==> config.mk <==
export PLATFORM = sky130hd
export DESIGN_NAME = dds_sweep_ctrl
export DESIGN_NICKNAME = d
export VERILOG_FILES = /design/src/rtl/dds_pkg.sv /design/src/rtl/dds_step_calc.sv /design/src/rtl/dds_sweep_ctrl.sv
export SDC_FILE = /design/constraint.sdc
export NUM_CORES = 1
export LEC_CHECK = 0
export ABC_CLOCK_PERIOD_IN_PS = 8660
export CAP_MARGIN = 10
export CORE_ASPECT_RATIO = 1.75
export CORE_MARGIN = 2
export CORE_UTILIZATION = 35
export DETAILED_ROUTE_END_ITERATION = 6
export PLACE_DENSITY = 0.59
export SLEW_MARGIN = 20
export SYNTH_ARGS = -nofsm -noshare
export SYNTH_HDL_FRONTEND = slang
export SYNTH_SLANG_ARGS = --single-unit
==> constraint.sdc <==
create_clock -name clk -period 8.66 [get_ports clk]
set_clock_uncertainty 0.1 [all_clocks]
set_input_delay 2.165 -clock clk [delete_from_list [all_inputs] [get_ports clk]]
set_output_delay 2.165 -clock clk [all_outputs]
set_load 0.005 [all_outputs]
==> src/rtl/dds_pkg.sv <==
// Shared types and default widths for the DDS frequency-sweep sequencer.
package dds_pkg;

    localparam int unsigned DEF_WIDE_N  = 12;
    localparam int unsigned DEF_DWELL_W = 16;

    typedef enum logic {
        IDLE,
        RUN
    } state_e;

    typedef enum logic [1:0] {
        MODE_SINGLE   = 2'd0,
        MODE_LOOP     = 2'd1,
        MODE_PINGPONG = 2'd2
    } mode_e;

    // Reserved encoding 3 falls back to a single sweep.
    function automatic mode_e decode_mode(input logic [1:0] m);
        case (m)
            2'd1:    return MODE_LOOP;
            2'd2:    return MODE_PINGPONG;
            default: return MODE_SINGLE;
        endcase
    endfunction

endpackage

==> src/rtl/dds_step_calc.sv <==
// One sweep step: add/sub in WIDE_N+1 bits, clamp at the target word, flag arrival.
module dds_step_calc
    import dds_pkg::*;
#(
    parameter int unsigned WIDE_N = DEF_WIDE_N
) (
    input  logic [WIDE_N-1:0] fw,
    input  logic [WIDE_N-1:0] step,
    input  logic [WIDE_N-1:0] stop,
    input  logic              dir,
    output logic [WIDE_N-1:0] nxt,
    output logic              at_end
);

    logic [WIDE_N:0] sum;
    logic            past;

    // Carry/borrow out means the word left the representable range.
    always_comb begin
        sum  = '0;
        past = 1'b0;
        if (dir) begin
            sum  = {1'b0, fw} + {1'b0, step};
            past = sum[WIDE_N] || (sum[WIDE_N-1:0] >= stop);
        end else begin
            sum  = {1'b0, fw} - {1'b0, step};
            past = sum[WIDE_N] || (sum[WIDE_N-1:0] <= stop);
        end
        nxt    = past ? stop : sum[WIDE_N-1:0];
        at_end = (fw == stop);
    end

endmodule

==> src/rtl/dds_sweep_ctrl.sv <==
// Linear frequency-sweep sequencer feeding the DDS accumulator's frequency word.
module dds_sweep_ctrl
    import dds_pkg::*;
#(
    parameter int unsigned WIDE_N  = DEF_WIDE_N,
    parameter int unsigned DWELL_W = DEF_DWELL_W
) (
    input  logic               clk,
    input  logic               rst,
    input  logic               cfg_valid,
    output logic               cfg_ready,
    input  logic [WIDE_N-1:0]  cfg_start_fw,
    input  logic [WIDE_N-1:0]  cfg_stop_fw,
    input  logic [WIDE_N-1:0]  cfg_step,
    input  logic [DWELL_W-1:0] cfg_dwell,
    input  logic [1:0]         cfg_mode,
    input  logic               abort,
    output logic [WIDE_N-1:0]  fw_o,
    output logic               step_stb,
    output logic               busy,
    output logic               done
);

    state_e             state;
    mode_e              mode_q;
    logic [WIDE_N-1:0]  start_q;
    logic [WIDE_N-1:0]  stop_q;
    logic [WIDE_N-1:0]  step_q;
    logic [DWELL_W-1:0] dwell_q;
    logic [DWELL_W-1:0] dwell_cnt;
    logic               dir_q;

    logic [WIDE_N-1:0]  nxt_fwd;
    logic [WIDE_N-1:0]  nxt_rev;
    logic               at_end;
    logic               at_start;
    logic               degen;

    // Forward step toward the current stop word.
    dds_step_calc #(.WIDE_N(WIDE_N)) u_calc_fwd (
        .fw     (fw_o),
        .step   (step_q),
        .stop   (stop_q),
        .dir    (dir_q),
        .nxt    (nxt_fwd),
        .at_end (at_end)
    );

    // Reverse step used for the ping-pong turnaround.
    dds_step_calc #(.WIDE_N(WIDE_N)) u_calc_rev (
        .fw     (fw_o),
        .step   (step_q),
        .stop   (start_q),
        .dir    (~dir_q),
        .nxt    (nxt_rev),
        .at_end (at_start)
    );

    // Sitting on both endpoints at once means start==stop.
    assign degen     = (step_q == '0) || (at_end && at_start);
    assign cfg_ready = (state == IDLE);

    always_ff @(posedge clk or posedge rst) begin
        if (rst) begin
            state     <= IDLE;
            mode_q    <= MODE_SINGLE;
            start_q   <= '0;
            stop_q    <= '0;
            step_q    <= '0;
            dwell_q   <= '0;
            dwell_cnt <= '0;
            dir_q     <= 1'b1;
            fw_o      <= '0;
            step_stb  <= 1'b0;
            busy      <= 1'b0;
            done      <= 1'b0;
        end else begin
            step_stb <= 1'b0;
            done     <= 1'b0;
            case (state)
                IDLE: begin
                    if (cfg_valid) begin
                        state     <= RUN;
                        mode_q    <= decode_mode(cfg_mode);
                        start_q   <= cfg_start_fw;
                        stop_q    <= cfg_stop_fw;
                        step_q    <= cfg_step;
                        dwell_q   <= cfg_dwell;
                        dwell_cnt <= cfg_dwell;
                        dir_q     <= (cfg_stop_fw >= cfg_start_fw);
                        fw_o      <= cfg_start_fw;
                        step_stb  <= 1'b1;
                        busy      <= 1'b1;
                    end
                end
                RUN: begin
                    if (abort) begin
                        state <= IDLE;
                        busy  <= 1'b0;
                    end else if (dwell_cnt != '0) begin
                        dwell_cnt <= dwell_cnt - DWELL_W'(1);
                    end else if (degen) begin
                        // Repeating modes park on the start word until aborted.
                        if (mode_q == MODE_SINGLE) begin
                            state <= IDLE;
                            busy  <= 1'b0;
                            done  <= 1'b1;
                        end
                    end else if (at_end) begin
                        case (mode_q)
                            MODE_LOOP: begin
                                fw_o      <= start_q;
                                step_stb  <= 1'b1;
                                dwell_cnt <= dwell_q;
                            end
                            MODE_PINGPONG: begin
                                start_q   <= stop_q;
                                stop_q    <= start_q;
                                dir_q     <= ~dir_q;
                                fw_o      <= nxt_rev;
                                step_stb  <= 1'b1;
                                dwell_cnt <= dwell_q;
                            end
                            default: begin
                                state <= IDLE;
                                busy  <= 1'b0;
                                done  <= 1'b1;
                            end
                        endcase
                    end else begin
                        fw_o      <= nxt_fwd;
                        step_stb  <= 1'b1;
                        dwell_cnt <= dwell_q;
                    end
                end
                default: state <= IDLE;
            endcase
        end
    end

endmodule

Word-level counts from Yosys, hierarchy flattened:

Cells that the tools add are included.

* reductions and logical operators: 15
* eq/ne operators: 19
* bitwise operators: 2
* mux-type cells: 68
* magnitude comparators: 5
* add/subtract/negate cells: 3

Operator list (count)
* 2-to-1 mux 12 bit: 20
* 2-to-1 mux 16 bit: 6
* case mux 12 bit (2 select lines): 4
* greater-or-equal comparator 12 bit: 3
* 2-to-1 mux 1 bit: 32
* case mux 16 bit (2 select lines): 1
* equality test 12 bit: 2
* less-or-equal comparator 12 bit: 2
* nonzero test 16 bit: 1
* subtractor 16 x 1 -> 16 bit (second input constant): 1
* adder 12 x 12 -> 13 bit: 1
* subtractor 12 x 12 -> 13 bit: 1
* zero test 12 bit: 1
* != test 4 x 3 -> 1 bit (second input constant): 3
* AND reduction 5 bit: 2
* != test 2 bit (second input constant): 4
* != test 4 x 2 -> 1 bit (second input constant): 2
* case mux 1 bit (2 select lines): 4
* AND reduction 6 bit: 1
* logical OR 1 bit: 5
* equality test 2 x 1 -> 1 bit (second input constant): 2
* equality test 2 bit (second input constant): 2
* != test 2 x 1 -> 1 bit (second input constant): 2
* case mux 2 bit (2 select lines): 1
* other kinds (8): 9

* output and inout bits: 16
* bits in registers: 87

Longest topological paths before layout:

* depth after elaboration: 11
* mapped depth: 21
* gate-level depth less buffers: 18

By module:

From an unflattened synthesis, not the netlist that was laid out.

* cell total of the unflattened synthesis: 1105
* area, all modules: 9347.7 um^2

By module, submodules not included
* dds_sweep_ctrl: area each 4993.5 um^2, cells an instance 535, times used 1, sequential area each 2178.3 um^2
* dds_step_calc (u_calc_rev): area each 2214.6 um^2, cells an instance 285, times used 1, sequential area each 0.0 um^2
* dds_step_calc (u_calc_fwd): area each 2139.6 um^2, cells an instance 285, times used 1, sequential area each 0.0 um^2

Worst setup path before layout:

OpenSTA, ideal clock, no wires.

* kind: reg2reg
* from: register fw_o[0]
* to: register fw_o[10]
* data required time: 8.434 ns
* data arrival time: 4.253 ns
* path slack: 4.181 ns
* cell stages (with the launch flop): 20
* buffers on the path: 2
* cell sequence: dfrtp_1 > ha_1 > fa_1 > nor2b_1 > o21a_1 > nor3_2 > nor2_1 > and4_1 > or3_1 > ha_1 > a21o_1 > a211oi_1 > nor3b_1 > a2111o_1 > buf_6 > and2_4 > buf_4 > o21a_1 > a211oi_1 > o21ai_1

* word-level cells in the longest chain between the ends: 11

Ends and longest elaborated chain
* start, declared: line dds_sweep_ctrl.sv:18 `output logic [WIDE_N-1:0] fw_o,`
* start signal, assigned: line dds_sweep_ctrl.sv:91 `fw_o <= cfg_start_fw;`
* start signal, assigned: line dds_sweep_ctrl.sv:112 `fw_o <= start_q;`
* start signal, assigned: line dds_sweep_ctrl.sv:120 `fw_o <= nxt_rev;`
* adder 12 x 12 -> 13 bit or subtractor 12 x 12 -> 13 bit (tied branches): line dds_step_calc.sv:23, dds_step_calc.sv:26
* greater-or-equal comparator 12 bit or less-or-equal comparator 12 bit (tied branches): line dds_step_calc.sv:24, dds_step_calc.sv:27
* logical OR 1 bit (on tied branches): line dds_step_calc.sv:24, dds_step_calc.sv:27
* 2-to-1 mux 1 bit: line dds_step_calc.sv:22 `if (dir) begin`
* 2-to-1 mux 12 bit: line dds_step_calc.sv:29 `nxt = past ? stop : sum[WIDE_N-1:0];`
* case mux 12 bit (2 select lines): line dds_sweep_ctrl.sv:110 `case (mode_q)`
* 2-to-1 mux 12 bit: line dds_sweep_ctrl.sv:109 `end else if (at_end) begin`
* 2-to-1 mux 12 bit: line dds_sweep_ctrl.sv:102 `end else if (degen) begin`
* 2-to-1 mux 12 bit: line dds_sweep_ctrl.sv:100 `end else if (dwell_cnt != '0) begin`
* 2-to-1 mux 12 bit: line dds_sweep_ctrl.sv:97 `if (abort) begin`
* case mux 12 bit (2 select lines): line dds_sweep_ctrl.sv:80 `case (state)`

Parallel ways exist; a longest one is shown, timed or not. The select of a mux whose other input is x is not followed.
A chain may end at the register's enable or synchronous reset.

Final worst setup path:

* from: register fw_o[0]
* to: register fw_o[6]

Same word-level chain as after synthesis.

==> out/metrics.yaml <==
clock_network:
  cts_sinks: 87
  cts-root-buf: "clkbuf_16"
  ctsHtreeMaxLevel: 3
  clk_latency_ps: 350
  cts_resized: 0
  clock_path_buffers: 2
  hold_buffers: 0
  tritoncts: "built"
  cts_made_buffers: 9
  path_clk_slew_ps: 70
  cts_setup_buffers: 0
min_path:
  hold_class: "register to register"
detailed_routing:
  vias: 7081
  wl_per_cell_um: 19.9
  drt-vias-per-instance: 5.47
  final_antenna_net_count: 0
  firstDrtPassIters: 7
  drt-initial-drc-count: 381
  drcViolationCount: 0
  finalWirelength_um: 25800
global_routing:
  grt_pass1_wl_um: 39900
  grt.overflow.total: 0
  antenna_found_initial: 0
  track_usage: 0.227
  grt_max_degree: 74
  grt_pass1_vias: 7184
pwr:
  switching_power_w: 0.00146
  intPower_w: 0.00145
  power.total_w: 0.00292
  p_per_area_nw_per_um2: 324
  swShare: 0.501
  ir_drop_mv: 0.180
  p_leak_nw: 4.17
  clkPwrFrac: 0.129
  comb_power_share: 0.625
  seqPwrFrac: 0.246
critical_path:
  critPathArrivalTime_ps: 5280
  cp_slowest_cell: "dfrtp_1"
  worstPathMaxFanout: 14
  path_class: "register to register"
  cpPeakStageDelay_ps: 440
  cp-start-kind: "register"
  worstPathCellList: "inv_1 > ha_1 > inv_1 > fa_1 > a21o_1 > a22oi_1 > a21oi_2 > mux2_2 > or2_2 > ha_1 > nand4_1 > nor3_1 > a41o_1 > a311o_1 > and2_4 > mux2_4 > mux2_4 > a21oi_2"
  cp.required_ps: 8840
  cp-end-kind: "register"
die:
  die_h_um: 201
  die_w_um: 116
  die-area_um2: 23400
  core_area_um2: 21900
  start_util: 0.354
  num_rows: 72
  pin_count: 74
sta:
  max_freq_mhz: 196
  setup_viol: 0
  hold-worst-slack_ps: 374
  fin_tns_setup_ps: 0
  hold_viol_final: 0
  min_period_ps: 5100
  fin_crit_sh: 0.588
  max_slew_margin: 0.347
  rsz0062_at_grt: "false"
  tightest_slew_ps: 980
  finalMaxSlewViolations: 0
logic_synthesis:
  synth_cell_types: 72
  synth_top_area_cell: "dfrtp_1"
  yosysMostFrequentCell: "nand2_1"
  ys_top_cells_by_area: "dfrtp_1 (28%), ha_1 (14%), mux2i_1 (7.2%)"
  synthArstFlopShare: 1.00
  syn_area_um2: 7750
  synth-seq-area-share: 0.281
  yosys_warnings: 0
  synth_edf_count: 0
  synth_common_cells: "nand2_1 (114), ha_1 (88), dfrtp_1 (86), inv_1 (79), a21oi_1 (77)"
  ys.flop_type: "dfrtp_1"
  synth_top_cell_area_share: 0.278
  avgSynthCellArea_um2: 8.23
  syn-instance-count: 941
  ys_seq_elements: 87
  synth_nets: 1089
layout:
  layout-drive-gt1-share: 0.0591
  diodes: 0
  fin_util: 0.412
  stdcell_area_um2: 9010
  nets: 1141
  area_growth_pct: 16.3
job:
  max_cap_viol_count: 0
place:
  place_congestion: 0.943
  hpwlAfterDp_um: 20700
  port_buffers: 73
  place_area_um2: 8730
outcome:
  run_status: "complete, no violations"
final timing paths:
check	to	cells past startpoint	startpoint	slack, ps
max in group asynchronous	state	3	rst	5150
worst min-delay path	dwell_q[9]	2	dwell_q[9]	370
min in group asynchronous	stop_q[8]	2	rst	1970
worst max register to register	fw_o[6]	18	fw_o[0]	3560
worst max-delay path	fw_o[6]	18	fw_o[0]	3560
worst min register to register	dwell_q[9]	2	dwell_q[9]	370
power by group through the flow:
stage	sequential [W]	combinational, W	clock [W]
2_1_floorplan	0.000631	0.00131	0
3_3_place_gp	0.000722	0.00179	0
3_5_place_dp	0.000724	0.00180	0
4_1_cts	0.000716	0.00181	0.000386
5_1_grt	0.000733	0.00201	0.000400
6_report	0.000717	0.00182	0.000376
area by class of cell:
| type | instances | area [µm²] |
|---|---|---|
| clock buffer | 9 | 225 |
| clock inverter | 7 | 55.1 |
| fill | 2232 | 12900 |
| inverter | 81 | 305 |
| multi-input combinational | 732 | 5080 |
| sequential | 87 | 2180 |
| tap | 296 | 370 |
| timing repair buffer | 82 | 798 |
through the flow:
step                      worst slack [ps]  std cells
after floorplan                       4150        941
after global placement                3820       1278
after detailed placement              3670       1278
after CTS                             3640       1294
after global routing                  3370       1294
final                                 3560       1294
cells by family (layout without fill, tap and decap cells):
family / count (synthesis) / after routing / synth area share
buffers and inverters: 122 / 179 / 0.0659
AND/OR/NAND/NOR: 291 / 291 / 0.174
multiplexers: 71 / 71 / 0.0951
flip-flops: 87 / 87 / 0.281
AO/OA/AOI/OAI: 229 / 229 / 0.178
adder cells (fa/ha/maj): 90 / 90 / 0.147
XOR/XNOR: 51 / 51 / 0.0577
worst max-delay path: cells and delay by family, from the launching register on:
family / cells / cell delay, ps
compound gates: 6 / 1330
simple gates: 4 / 1200
fa+ha+maj: 3 / 900
mux: 3 / 890
flops: 1 / 440
buf+inv: 2 / 170
layout by cell type (no fill, tap or decap), drive strengths merged, types with 3 or more instances in the layout:
master	count
or3	6
o211a	3
mux2	15
nor2b	8
inv	83
clkdlybuf4s50	73
a21o	11
a21oi	79
and2	3
nand3	25
o211ai	3
buf	9
nand4	7
nor2	70
o311ai	4
a211oi	7
o21ai	86
ha	88
nor3	20
clkinv	3
nor4	14
o31ai	3
a221oi	3
nand2b	9
o21a	3
xor2	32
a31oi	5
nand3b	4
nand2	114
dfrtp	86
o41a	3
clkbuf	9
mux2i	56
xnor2	19
sequential cells by signal, indices dropped and copies added (netlist names):
| name | flops |
|---|---|
| dwell_cnt | 16 |
| dwell_q | 16 |
| fw_o | 12 |
| start_q | 12 |
| step_q | 12 |
| stop_q | 12 |
| mode_q | 2 |
| busy | 1 |
| dir_q | 1 |
| done | 1 |
| state | 1 |
| step_stb | 1 |
layer usage:
| metal | wire [µm] | up-vias | GRT usage |
|---|---|---|---|
| met5 | 0 | - | 0 |
| met4 | 1930 | 0 | 0.147 |
| met1 | 8930 | 3389 | 0.229 |
| li1 | - | 3399 | - |
| met3 | 944 | 91 | 0.0320 |
| met2 | 14000 | 202 | 0.418 |
Power figures use the tool's default switching activity.
